### config.mk
export PLATFORM = sky130hd
export DESIGN_NAME = matmul_seq_ctrl
export DESIGN_NICKNAME = d
export VERILOG_FILES = /design/src/rtl/matmul_seq_ctrl.sv
export SDC_FILE = /design/constraint.sdc
export NUM_CORES = 1
export LEC_CHECK = 0
export CORE_MARGIN = 3
export CORE_UTILIZATION = 60
export CTS_CLUSTER_DIAMETER = 100
export DETAILED_ROUTE_END_ITERATION = 6
export PLACE_DENSITY = 0.76
export SYNTH_ARGS = -nofsm -noshare
export SYNTH_HDL_FRONTEND = slang
export SYNTH_SLANG_ARGS = --single-unit
### constraint.sdc
create_clock -name clk -period 7.4 [get_ports clk]
set_clock_uncertainty 0.1 [all_clocks]
set_input_delay 0.74 -clock clk [delete_from_list [all_inputs] [get_ports clk]]
set_output_delay 0.74 -clock clk [all_outputs]
set_load 0.02 [all_outputs]
### src/rtl/matmul_seq_ctrl.sv
// matmul_seq_ctrl: sequences a 4x4 fixed-point C = A x B over single-port A/B/C memories.
module matmul_seq_ctrl #(
  parameter int DW = 16,
  parameter int QF = 8
) (
  input  logic          clk,
  input  logic          reset,
  input  logic          start,
  input  logic          abort,
  output logic          busy,
  output logic          done,
  output logic          rd_en,
  output logic [3:0]    a_addr,
  output logic [3:0]    b_addr,
  input  logic [DW-1:0] a_rdata,
  input  logic [DW-1:0] b_rdata,
  output logic          c_we,
  output logic [3:0]    c_addr,
  output logic [DW-1:0] c_wdata,
  output logic          ovf
);
  localparam int AW = 2*DW + 2;
  localparam logic signed [AW-1:0] SMAX = AW'(2**(DW-1) - 1);
  localparam logic signed [AW-1:0] SMIN = AW'(-(2**(DW-1)));
  typedef enum logic [1:0] {IDLE, RUN, DRAIN} state_t;
  state_t state, nxt;
  logic [6:0] cyc;
  logic [5:0] rc;
  logic vld;
  logic [1:0] dk;
  logic [3:0] de;
  logic signed [2*DW-1:0] full;
  logic signed [AW-1:0] acc, prod, sum;
  logic [DW-1:0] sat;
  logic go, kill, clip, wr;
  assign go = state == IDLE && start;
  assign kill = state != IDLE && abort;
  assign busy = state != IDLE;
  assign rd_en = state == RUN;
  // rc = {i, j, k}: element e = {i, j}, inner index k
  assign a_addr = {rc[5:4], rc[1:0]};
  assign b_addr = {rc[1:0], rc[3:2]};
  assign wr = vld && dk == 2'd3 && !kill;
  always_comb begin
    nxt = kill ? IDLE :
          go ? RUN :
          (state == RUN && cyc == 7'd64) ? DRAIN :
          (state == DRAIN && cyc == 7'd70) ? IDLE : state;
  end
  // k == 0 restarts the sum so the next element never waits on the previous one
  always_comb begin
    full = $signed(a_rdata) * $signed(b_rdata);
    prod = AW'(full >>> QF);
    sum = (dk == 2'd0 ? AW'(0) : acc) + prod;
    clip = sum > SMAX || sum < SMIN;
    sat = clip ? (sum[AW-1] ? SMIN[DW-1:0] : SMAX[DW-1:0]) : sum[DW-1:0];
  end
  always_ff @(posedge clk or posedge reset) begin
    if (reset) state <= IDLE;
    else state <= nxt;
  end
  always_ff @(posedge clk or posedge reset) begin
    if (reset) begin
      cyc <= '0;
      rc <= '0;
      vld <= 1'b0;
      dk <= '0;
      de <= '0;
      acc <= '0;
      c_we <= 1'b0;
      c_addr <= '0;
      c_wdata <= '0;
      ovf <= 1'b0;
      done <= 1'b0;
    end else begin
      cyc <= go ? 7'd1 : busy ? cyc + 7'd1 : cyc;
      rc <= go ? 6'd0 : (rd_en && cyc != 7'd64) ? rc + 6'd1 : rc;
      vld <= rd_en && !kill;
      dk <= rc[1:0];
      de <= rc[5:2];
      acc <= go ? AW'(0) : vld ? sum : acc;
      c_we <= wr;
      c_addr <= wr ? de : c_addr;
      c_wdata <= wr ? sat : c_wdata;
      ovf <= go ? 1'b0 : (wr && clip) ? 1'b1 : ovf;
      done <= state == DRAIN && cyc == 7'd70 && !kill;
    end
  end
endmodule
# Word level (Yosys, flattened, before mapping)
# Index checks and enable logic that the tools add are counted.
totals:
  word_cells: 59
  reg_bits: 79
op_classes:
  n_reduce_logical: 20
  eq_ne: 6
  muxes: 15
  addsub: 3
  n_lt_le_gt_ge: 2
  multipliers: 1
ops:
  columns: ["op", "count"]
  rows:
  - ["$mux W34", 3]
  - ["$add A34 B24 Y34", 1]
  - ["$gt A34 B16 Y1 const B", 1]
  - ["$lt A34 B16 Y1 const B", 1]
  - ["$mul A16 B16 Y32", 1]
  - ["$mux W16", 2]
  - ["$eq A7 B7 Y1 const B", 2]
  - ["$mux W7", 2]
  - ["$mux W6", 2]
  - ["$logic_and A1 B1 Y1", 10]
  - ["$reduce_bool A2 Y1", 5]
  - ["$mux W2", 4]
  - ["$add A7 B1 Y7 const B", 1]
  - ["$ne A7 B7 Y1 const B", 1]
  - ["$add A6 B1 Y6 const B", 1]
  - ["$eq A2 B2 Y1 const B", 2]
  - ["$logic_not A2 Y1", 2]
  - ["$reduce_bool A4 Y1", 1]
  - ["$eq A2 B1 Y1 const B", 1]
  - ["$mux W1", 2]
  - ["$logic_not A1 Y1", 1]
  - ["$logic_or A1 B1 Y1", 1]

# Logic depth before layout (Yosys ltp)
logic_depth:
  word_depth: 8
  depth_mapped: 46
  mapped_depth_nobuf: 43

# Worst setup path after synthesis
# OpenSTA, ideal clock, no wires.
synth_timing:
  kind: "input port to flip-flop"
  from: "input port a_rdata[15]"
  to: "register c_wdata[2]"
  cell_stages: 37
  slack_ns: -2.727
  setup_time_ns: 0.141
  path_buffers: 2
  t_required_ns: 7.159
  arrival_ns: 9.886
  cell_sequence: "clkbuf_1 -> nand2_1 -> inv_1 -> fa_1 -> fa_1 -> fa_1 -> fa_1 -> fa_1 -> inv_1 -> fa_1 -> inv_1 -> ha_1 -> inv_1 -> nor2_1 -> a221o_1 -> a31oi_2 -> a21oi_2 -> o21a_1 -> o21a_1 -> o21a_1 -> a21oi_1 -> xnor2_1 -> ha_1 -> nand3_1 -> or2_1 -> o2bb2ai_1 -> a31oi_1 -> a31oi_1 -> xnor2_1 -> nor4_1 -> nand4_1 -> a311o_1 -> or4_1 -> or4_4 -> o311ai_4 -> buf_6 -> o311ai_1"
synth_between:
  elab_chain_len: 5
  elab_cells_between_ends: 7
synth_lines:
  columns: ["element", "line", "source"]
  rows:
  - ["start: declaration", "15", "input logic [DW-1:0] a_rdata,"]
  - ["$mul A16 B16 Y32 *", "52", "full = $signed(a_rdata) * $signed(b_rdata);"]
  - ["$add A34 B24 Y34 *", "54", "sum = (dk == 2'd0 ? AW'(0) : acc) + prod;"]
  - ["$gt A34 B16 Y1 or $lt A34 B16 Y1 (tied branches)", "55", "clip = sum > SMAX || sum < SMIN;"]
  - ["$logic_or A1 B1 Y1", "55", null]
  - ["$mux W16 *", "56", "sat = clip ? (sum[AW-1] ? SMIN[DW-1:0] : SMAX[DW-1:0]) : sum[DW-1:0];"]
  - ["end signal: assignment", "84", "c_wdata <= wr ? sat : c_wdata;"]
  - ["end: declaration", "19", "output logic [DW-1:0] c_wdata,"]
# Mark *: on every way between the ends. The rest lies on a longest branch, timed or not.
# A chain may end at the register's enable or synchronous reset.

# Worst setup path after layout
layout_timing:
  from: "input port b_rdata[12]"
  to: "register c_wdata[9]"
layout_between:
  elab_chain_len: 5
  elab_cells_between_ends: 7
layout_lines:
  columns: ["element", "line", "source"]
  rows:
  - ["start: declaration", "16", "input logic [DW-1:0] b_rdata,"]
  - ["$mul A16 B16 Y32 *", "52", null]
  - ["$add A34 B24 Y34 *", "54", null]
  - ["$gt A34 B16 Y1 or $lt A34 B16 Y1 (tied branches)", "55", null]
  - ["$logic_or A1 B1 Y1", "55", null]
  - ["$mux W16 *", "56", null]
# Marks and branches as above.

==> flow_summary.yaml <==
drt:
  drc: 0
  wire_per_inst_um: 19.93
  ant_nets: 0
  drt_first_pass_iters: 6
  vias_per_cell: 5.929
  wl_um: 46910
  dr_total_vias: 13960
  drtIter0Drc: 1385
sta:
  setup-tns-final_ps: -78630
  setup_viol: 44
  fmax_ghz: 0.09746
  post-route-period-util_pct: 138.7
  maxSlewViolCount: 0
  finalHoldViolCount: 0
  slew_headroom_pct: 34.57
  period_needed_ps: 10260
  layout_setup_ws_ps: -2860
  rsz0062_at_grt: "yes"
  worst_slew_pin_slew_ps: 981.4
clock_network:
  cts.clk_slew.worst_paths_ps: 70
  cts-root-buf: "clkbuf_16"
  cts_tree: "done"
  cts_max_level: 3
  cts_buffers: 9
  clkSinkCount: 79
  clk_latency_ps: 350
  clock_path_buffers: 2
finish:
  n_antenna_cell: 0
  syn_to_final_growth_pct: 36.31
  fin_util_pct: 84.27
  fillers: 1190
  drive_gt1_share_pct: 29.98
  nNetsFinal: 2441
worst_setup_path:
  crit_top_cell: "fa_1"
  critical_path_class: "in -> reg"
  slowest_delay_ps: 600
  critPathSlowestCell: "fa_1"
  critPathRequiredTime_ps: 7510
  startpoint_type: "primary input"
  r2r-start: "dk[0]"
  cp_num_buf_inv: 7
  worst_setup_path_end_kind: "register"
  critPathArrivalTime_ps: 10370
  critPathTopFamily: "adder cells"
  critPathLaunch: "b_rdata[12]"
  cp_max_fo: 16
synth:
  synth_area_leaders: "fa_1 (36%), dfrtp_1 (13%), ha_1 (9.6%), inv_1 (8.3%), and2_1 (6.1%)"
  ys_types: 70
  synthCells: 1640
  async_flop_share_pct: 100.0
  ys_warn_count: 0
  ys_seq_area_share_pct: 13.42
  ys_seq_elements: 79
  avgSynthCellArea_sq_um: 8.980
  yosysMostFrequentCell: "inv_1"
  synth_edf_count: 0
  synth_top_area_cell: "fa_1"
  syn_nets: 2051
  synth_commonest_cells: "inv_1 (324), fa_1 (262), nand2_1 (195)"
  synth_area_sq_mm: 0.01473
  ys.flop_type: "dfrtp_1"
  synth_top_cell_area_share_pct: 35.61
global_routing:
  antenna_found_initial: 0
  grt_pass1_vias: 14780
  grtUsageTotal_pct: 33.90
  grt_remaining_overflow: 0
  grt_pass1_wl_um: 71360
  grt_max_degree: 76
floorplanning:
  die_w_um: 162.7
  core_sq_mm: 0.02382
  initial_core_util_pct: 61.82
  row_count: 56
  die_area_sq_mm: 0.02646
  ios: 69
  die_h_um: 162.7
min_path:
  holdCritStartpoint: "de[1]"
  hp-class: "reg -> reg"
placement:
  dp_worst_setup_slack_ps: -3358
  place.gp.congestion: 0.8955
  port_buffers: 68
  hpwlAfterDp_um: 29540
status:
  run_status: "complete, but fails checks"
  violations: "negative setup slack"
run:
  maxCapViolCount: 0
worst paths after layout:
check / to / slack (ps) / depth (start not counted)
min in group asynchronous: acc[23] / 470 / 2
min: c_addr[1] / 350 / 2
max reg2reg: c_wdata[9] / 1700 / 22
max: c_wdata[9] / -2860 / 39
max in group asynchronous: c_wdata[5] / 5590 / 3
min reg2reg: c_addr[1] / 350 / 2
layer usage:
layer	wire, um	part of all wire [%]	up-vias	GRT usage (%)
met2	23800	51	842	60.20
li1	-	-	5897	-
met1	15960	34	6898	39.45
met4	3451	7.4	0	16.80
met3	3705	7.9	319	6.333
met5	0	0	-	0
sequential cells by signal, summed over array words and instances, names as in the netlist:
register / cells
acc: 34
c_addr: 4
c_wdata: 16
c_we: 1
cyc: 7
de: 4
dk: 2
done: 1
ovf: 1
rc: 6
state: 2
vld: 1
worst register-to-register path, delay by kind of cell, from the launching register on:
| family | cells | cell delay (ps) |
|---|---|---|
| buf+inv | 4 | 510 |
| xor+xnor | 1 | 200 |
| compound gates | 6 | 1460 |
| fa+ha+maj | 2 | 550 |
| simple gates | 9 | 2380 |
| flops | 1 | 370 |
through the flow:
stage	instance area, sq um	instances	hold WS, ps
CTS	19510	2327	337.4
detailed placement	18060	2238	324.8
global placement	18060	2238	317.0
finish	20080	2354	352.3
floorplan	15230	1640	314.3
global route	20080	2354	357.7
cell type report:
class / instances / area [sq um] / share of cell area, %
multi-input combinational: 1174 / 12360 / 61.57
clock inverter: 7 / 86.33 / 0.4300
inverter: 327 / 1229 / 6.120
timing repair buffer: 439 / 3799 / 18.92
tap: 319 / 399.1 / 1.988
clock buffer: 9 / 225.2 / 1.122
sequential: 79 / 1977 / 9.847
cells by family after synthesis:
kind of cell | count (synthesis) | share of synthesized area (%)
AOI/OAI and AO/OA | 183 | 8.598
xor gates and xnor gates | 63 | 3.747
adders and majority gates | 377 | 45.36
buffers and inverters | 387 | 9.982
DFF | 79 | 13.42
muxes | 25 | 1.733
and+or+nand+nor | 526 | 17.16
what timing repair did:
item	CTS	global route
pin swaps	91	60
gates cloned	15	0
resized for setup	220	86
buffers inserted	60	33
endpoints found under the hold margin	0	0
hold buffers	0	0
endpoints found under the setup margin	45	45
cell usage in the layout (no fill, tap or decap), types with 23 or more instances in the layout:
master and n:
a21oi_1 29, and2_1 120, and2_4 23, buf_4 306, buf_6 49, clkdlybuf4s50_1 38
dfrtp_1 79, fa_1 246, ha_1 96, inv_1 306, nand2_1 182, nor2_1 86
xnor2_1 31
Power is not shown: default switching activity piles up to over one toggle a cycle in this logic, so the estimate is an artifact.
